**src/rtl/dlfloat_pkg.sv**
```systemverilog
// Shared DLFloat constants and the operand-sequencer state encoding.
package dlfloat_pkg;

   localparam int DLF_W    = 16;
   localparam int EXP_W    = 6;
   localparam int MAN_W    = 9;
   localparam int DLF_BIAS = 31;

   localparam logic [DLF_W-1:0] DLF_NAN  = 16'hFFFF;
   localparam logic [DLF_W-1:0] DLF_ZERO = 16'h0000;

   typedef enum logic [1:0] {
      S_IDLE  = 2'd0,
      S_LOAD  = 2'd1,
      S_ISSUE = 2'd2,
      S_DONE  = 2'd3
   } seq_state_e;

endpackage

```
**src/rtl/dlfloat_operand_cond.sv**
```systemverilog
// Operand conditioning for one DLFloat value: NaN detect and optional flush-to-zero.
// The all-ones NaN pattern is never flushed, even though its exponent is non-zero anyway.
module dlfloat_operand_cond
   import dlfloat_pkg::*;
#(
   parameter bit FTZ = 1'b1
) (
   input  logic [DLF_W-1:0] raw,
   output logic [DLF_W-1:0] cond,
   output logic             is_nan
);

   // Pass-through by default; zero-exponent values collapse to +0 when flushing.
   always_comb begin
      is_nan = (raw == DLF_NAN);
      cond   = raw;
      if (!is_nan && FTZ && (raw[MAN_W +: EXP_W] == '0)) begin
         cond = DLF_ZERO;
      end
   end

endmodule

```
**src/rtl/dlfloat_operand_sequencer.sv**
```systemverilog
// Byte-stream to DLFloat operand-pair sequencer framing one dot product for the MAC.
// Handshakes: a transfer happens on a rising clk edge where valid and ready are both
// high; valid-side data is held stable until that edge, ready never depends on valid.
module dlfloat_operand_sequencer
   import dlfloat_pkg::*;
#(
   parameter int VLEN_W = 8,
   parameter bit FTZ    = 1'b1
) (
   input  logic              clk,
   input  logic              rst_n,
   input  logic              start,
   input  logic [VLEN_W-1:0] vec_len,
   input  logic [7:0]        in_data,
   input  logic              in_valid,
   output logic              in_ready,
   output logic [DLF_W-1:0]  op_a,
   output logic [DLF_W-1:0]  op_b,
   output logic              op_valid,
   input  logic              op_ready,
   output logic              acc_clear,
   output logic              op_last,
   output logic              busy,
   output logic              done,
   output logic              nan_seen,
   output seq_state_e        dbg_state
);

   seq_state_e        state_q, state_d;
   logic [1:0]        byte_cnt_q, byte_cnt_d;
   logic [VLEN_W-1:0] pair_cnt_q, pair_cnt_d;
   logic [VLEN_W-1:0] len_q, len_d;
   logic              first_q, first_d;
   logic              nan_q, nan_d;
   logic [DLF_W-1:0]  a_asm_q, a_asm_d;
   logic [7:0]        b_lo_q, b_lo_d;
   logic [DLF_W-1:0]  op_a_q, op_a_d;
   logic [DLF_W-1:0]  op_b_q, op_b_d;

   logic [DLF_W-1:0]  raw_b, cond_a, cond_b;
   logic              nan_a, nan_b, last_pair;

   // B is conditioned on the edge its high byte arrives, so its top half comes straight from the bus.
   assign raw_b     = {in_data, b_lo_q};
   // len_q is never zero while a pair is outstanding, so the subtraction cannot underflow.
   assign last_pair = (pair_cnt_q == (len_q - VLEN_W'(1)));

   dlfloat_operand_cond #(.FTZ(FTZ)) u_cond_a (
      .raw    (a_asm_q),
      .cond   (cond_a),
      .is_nan (nan_a)
   );

   dlfloat_operand_cond #(.FTZ(FTZ)) u_cond_b (
      .raw    (raw_b),
      .cond   (cond_b),
      .is_nan (nan_b)
   );

   // Next-state logic: byte assembly in LOAD, single pair hand-off in ISSUE.
   always_comb begin
      state_d    = state_q;
      byte_cnt_d = byte_cnt_q;
      pair_cnt_d = pair_cnt_q;
      len_d      = len_q;
      first_d    = first_q;
      nan_d      = nan_q;
      a_asm_d    = a_asm_q;
      b_lo_d     = b_lo_q;
      op_a_d     = op_a_q;
      op_b_d     = op_b_q;
      unique case (state_q)
         S_IDLE: begin
            if (start) begin
               nan_d = 1'b0;
               if (vec_len == '0) begin
                  state_d = S_DONE;
               end else begin
                  state_d    = S_LOAD;
                  len_d      = vec_len;
                  pair_cnt_d = '0;
                  byte_cnt_d = 2'd0;
                  first_d    = 1'b1;
               end
            end
         end
         S_LOAD: begin
            if (in_valid) begin
               byte_cnt_d = byte_cnt_q + 2'd1;
               unique case (byte_cnt_q)
                  2'd0: a_asm_d[7:0]  = in_data;
                  2'd1: a_asm_d[15:8] = in_data;
                  2'd2: b_lo_d        = in_data;
                  default: begin
                     op_a_d  = cond_a;
                     op_b_d  = cond_b;
                     nan_d   = nan_q | nan_a | nan_b;
                     state_d = S_ISSUE;
                  end
               endcase
            end
         end
         S_ISSUE: begin
            if (op_ready) begin
               pair_cnt_d = pair_cnt_q + VLEN_W'(1);
               first_d    = 1'b0;
               state_d    = last_pair ? S_DONE : S_LOAD;
            end
         end
         default: begin
            state_d = S_IDLE;
         end
      endcase
   end

   // State and datapath registers; reset discards any partially assembled pair.
   always_ff @(posedge clk or negedge rst_n) begin
      if (!rst_n) begin
         state_q    <= S_IDLE;
         byte_cnt_q <= 2'd0;
         pair_cnt_q <= '0;
         len_q      <= '0;
         first_q    <= 1'b0;
         nan_q      <= 1'b0;
         a_asm_q    <= '0;
         b_lo_q     <= '0;
         op_a_q     <= '0;
         op_b_q     <= '0;
      end else begin
         state_q    <= state_d;
         byte_cnt_q <= byte_cnt_d;
         pair_cnt_q <= pair_cnt_d;
         len_q      <= len_d;
         first_q    <= first_d;
         nan_q      <= nan_d;
         a_asm_q    <= a_asm_d;
         b_lo_q     <= b_lo_d;
         op_a_q     <= op_a_d;
         op_b_q     <= op_b_d;
      end
   end

   assign in_ready  = (state_q == S_LOAD);
   assign op_valid  = (state_q == S_ISSUE);
   assign acc_clear = op_valid & first_q;
   assign op_last   = op_valid & last_pair;
   assign busy      = (state_q != S_IDLE);
   assign done      = (state_q == S_DONE);
   assign nan_seen  = nan_q;
   assign op_a      = op_a_q;
   assign op_b      = op_b_q;
   assign dbg_state = state_q;

endmodule

```
**config.mk**
```make
export PLATFORM = sky130hd
export DESIGN_NAME = dlfloat_operand_sequencer
export DESIGN_NICKNAME = d
export VERILOG_FILES = /design/src/rtl/dlfloat_pkg.sv /design/src/rtl/dlfloat_operand_cond.sv /design/src/rtl/dlfloat_operand_sequencer.sv
export SDC_FILE = /design/constraint.sdc
export NUM_CORES = 1
export LEC_CHECK = 0
export ABC_AREA = 1
export BUFFER_PORTS_ARGS = -buffer_cell sky130_fd_sc_hd__buf_2
export CAP_MARGIN = 20
export CORE_MARGIN = 5
export CORE_UTILIZATION = 45
export CTS_CLUSTER_DIAMETER = 40
export CTS_CLUSTER_SIZE = 12
export DETAILED_ROUTE_END_ITERATION = 10
export PLACE_DENSITY_LB_ADDON = 0.15
export SETUP_SLACK_MARGIN = 0.2
export SLEW_MARGIN = 20
export SYNTH_ARGS = -nofsm -noshare
export SYNTH_HDL_FRONTEND = slang
export SYNTH_SLANG_ARGS = --single-unit
```
**constraint.sdc**
```tcl
create_clock -name clk -period 3 [get_ports clk]
set_clock_uncertainty 0.05 [all_clocks]
set_input_delay 0.3 -clock clk [delete_from_list [all_inputs] [get_ports clk]]
set_output_delay 0.3 -clock clk [all_outputs]
set_load 0.01 [all_outputs]
```
==> results by group <==
Status
  • Status: finished clean

Clock tree
  • CTS Buffer Depth: 2
  • Clock Latency Late Sink: ~0.34 ns
  • CTS tree: built
  • CTS Hold Buffers Added: 0
  • Clock root buffer master: clkbuf_8
  • Clock slew at reported path FFs: around 0.080 ns
  • CTS Buf Count: 9
  • Cts repair resizes: 0
  • Postcts setup bufs: 0
  • Clock sink count: 78
  • H-tree depth: 3

Critical path
  • R2R setup slack: ~1.0 ns
  • Reg2Reg Depth: 9
  • Nature of the critical path endpoint: output pin
  • Crit Path Max Fanout: 5
  • R2r endpoint: op_a[9]
  • Worst Path Arrival: approximately 1.9 ns
  • Required time worst endpoint: approximately 2.7 ns
  • CP Class: reg2out
  • Reg2reg start: dbg_state[0]
  • Startpoint Class: flop

Timing
  • Fin. Hold Viols: 0
  • Slew @ Worst Pin: between 0.6 and 0.7 ns
  • Slew margin rel.: 0.546
  • Setup ws final: just over 0.7 ns
  • Setup violations, final: 0
  • RSZ-0062 raised after global routing: false
  • Clock period minus worst slack: ~2.3 ns
  • Fin crit share: 0.758
  • Slew Limit Fails: 0
  • Fmax: about 440 MHz
  • Setup TNS: 0 ns

Floorplanning
  • Core Box Area: ~8100 um2
  • Chip height: 101 um
  • Starting Density: 0.457
  • Die Area: a little over 10,000 um2
  • Die W: between 100 and 150 um
  • # rows: 33
  • I/O pins: between 60 and 70

Detailed routing
  • Antenna viol nets, final: 0
  • Starting DRT DRC Count: 111
  • Met2 WL post-DR: 3.94 mm
  • DR pass1 iterations: 4
  • M1 WL: between 4 and 5 mm
  • Final wirelength: around 8.4 mm
  • DR WL met3: ~320 um
  • DR vias: approximately 3,000
  • Top Layer Used: met4
  • Remaining DRCs: 0
  • WL/cell: between 10 and 15 um
  • Via/cell ratio: between 4 and 5

Yosys
  • Mean Syn Cell Area: 8.36 um2
  • Post-Syn Area: about 3700 um2
  • #FFs+latches synth: 78
  • Cell variety after synth: 29
  • Synthesis Warnings: 0
  • Synthesized instance count: 445
  • Register area share after synthesis: 0.525
  • Syn Nets: ~470

Pwr
  • Leakage: about 0.0023 uW
  • Pwr/cell area: between 900 and 1000 nW/um2
  • Tot Pwr: between 3000 and 4000 uW
  • Max rail drop VDD: 0.373 mV

Cells and area
  • Fill cells: between 700 and 800
  • Antenna diode count: 0
  • FF/Latch Area: approximately 2000 um2
  • Final core area utilization: 0.530
  • Share of cells above drive strength 1: 0.183
  • NumNets Final: 536
  • Finished Layout Cells: 619
  • Area grow syn2layout: 15.8%
  • Multi-input logic area: about 1500 um2

Min path
  • Hold Path End: op_b[8]
  • Hold Crit Depth: 3
  • Worst hold start: in_data[0]
  • Hold Path Class: in2reg

Global routing
  • Initial antenna violation count: 0
  • Total track usage: 0.180
  • Vias in the first global route: 2,948
  • Global-route wire length before repair: around 14 mm
  • Largest net degree at the start of global routing: 79
  • Total gr overflow: 0

Placed design
  • GPL Wtd Cong: 0.811
  • Port bufs: 61
  • Setup WS pre-CTS: roughly 1 ns
  • Post-DP HPWL: about 6 mm
  • Placed Cells: around 600

Flow run
  • Max Cap Violations: 0
## routing by layer
layer,up-vias,track usage
li1,1552,-
met3,9,0.0367
met5,-,0
met4,0,0.0654
met1,1430,0.246
met2,53,0.283
## sequential cells by signal (all words and copies together) (netlist names)
signal,flops
a_asm_q,16
b_lo_q,8
byte_cnt_q,2
dbg_state,2
first_q,1
len_q,8
nan_seen,1
op_a,16
op_b,16
pair_cnt_q,8
## report_power, final
group          total (uW)  internal (uW)  switching, uW
Clock                 777            409            368
Sequential           1790           1460            327
Combinational        1410            552            854
Total                3970           2420           1550
## kinds of logic after synthesis
group / synth area share
adder cells (fa/ha/maj): 0.0202
XOR/XNOR: 0.0225
buffers and inverters: 0.0781
AO/OA/AOI/OAI: 0.0922
AND/OR/NAND/NOR: 0.262
flip-flops: 0.525
## cell type report
cell class,instances,share of cell area
timing repair buffer,64,0.0819
clock inverter,3,0.0102
clock buffer,13,0.0346
sequential,78,0.453
inverter,54,0.0471
multi-input combinational,302,0.343
tap,105,0.0305
## cell usage in the layout (no fill, tap or decap), types with 5 or more instances in the layout
master / n
o21ai_2: 8
nor2_1: 28
buf_2: 60
xor2_1: 5
inv_1: 49
o21ai_0: 48
dfrtp_1: 78
ha_1: 6
nand3_1: 37
clkbuf_8: 10
nand2_1: 139
inv_2: 5
nand4_1: 9
## Yosys cell counts, drive strengths merged
cell | n | area (um2)
nand2 | 139 | 522
dfrtp | 78 | 1950
o21ai | 58 | 320
inv | 54 | 203
nand3 | 37 | 185
nor2 | 32 | 154
buf | 10 | 82.6
nand4 | 9 | 56.3
ha | 6 | 75.1
xor2 | 5 | 43.8
nor4 | 4 | 25.0
a21oi | 3 | 15.0
or2 | 2 | 12.5
xnor2 | 2 | 17.5
clkbuf | 1 | 5.00
nand3b | 1 | 7.51
nor3 | 1 | 5.00
nor3b | 1 | 7.51
o211ai | 1 | 7.51
xnor3 | 1 | 22.5
## critical path, stage by stage, from the launching register on
cell and delay, ns:
dfrtp_1 0.41, inv_1 0.12, ha_1 0.25, nand2_1 0.07, nor2_1 0.11, nand2_1 0.07, nand2_1 0.06, nand3_1 0.06
nor2_1 0.10, nand3_1 0.13, inv_1 0.08, buf_2 0.12
## stage by stage
step                      cell area [um2]  hold slack, ns
after floorplan                      3720         -0.0456
after global placement               4080           0.404
after detailed placement             4080           0.411
after CTS                            4270          0.0945
after global routing                 4310           0.151
final                                4310           0.166
## worst max path at each step
stage,startpoint,to,slack [ns],cells after the start
after floorplan,len_q[0],op_last,1.40,9
after global placement,dbg_state[0],op_b[14],1.08,9
after detailed placement,dbg_state[0],op_b[14],1.0,9
after CTS,len_q[0],op_last,0.72,11
after global routing,len_q[0],op_last,0.57,11
final,len_q[0],op_last,0.73,11
(Power assumes the default switching activity.)
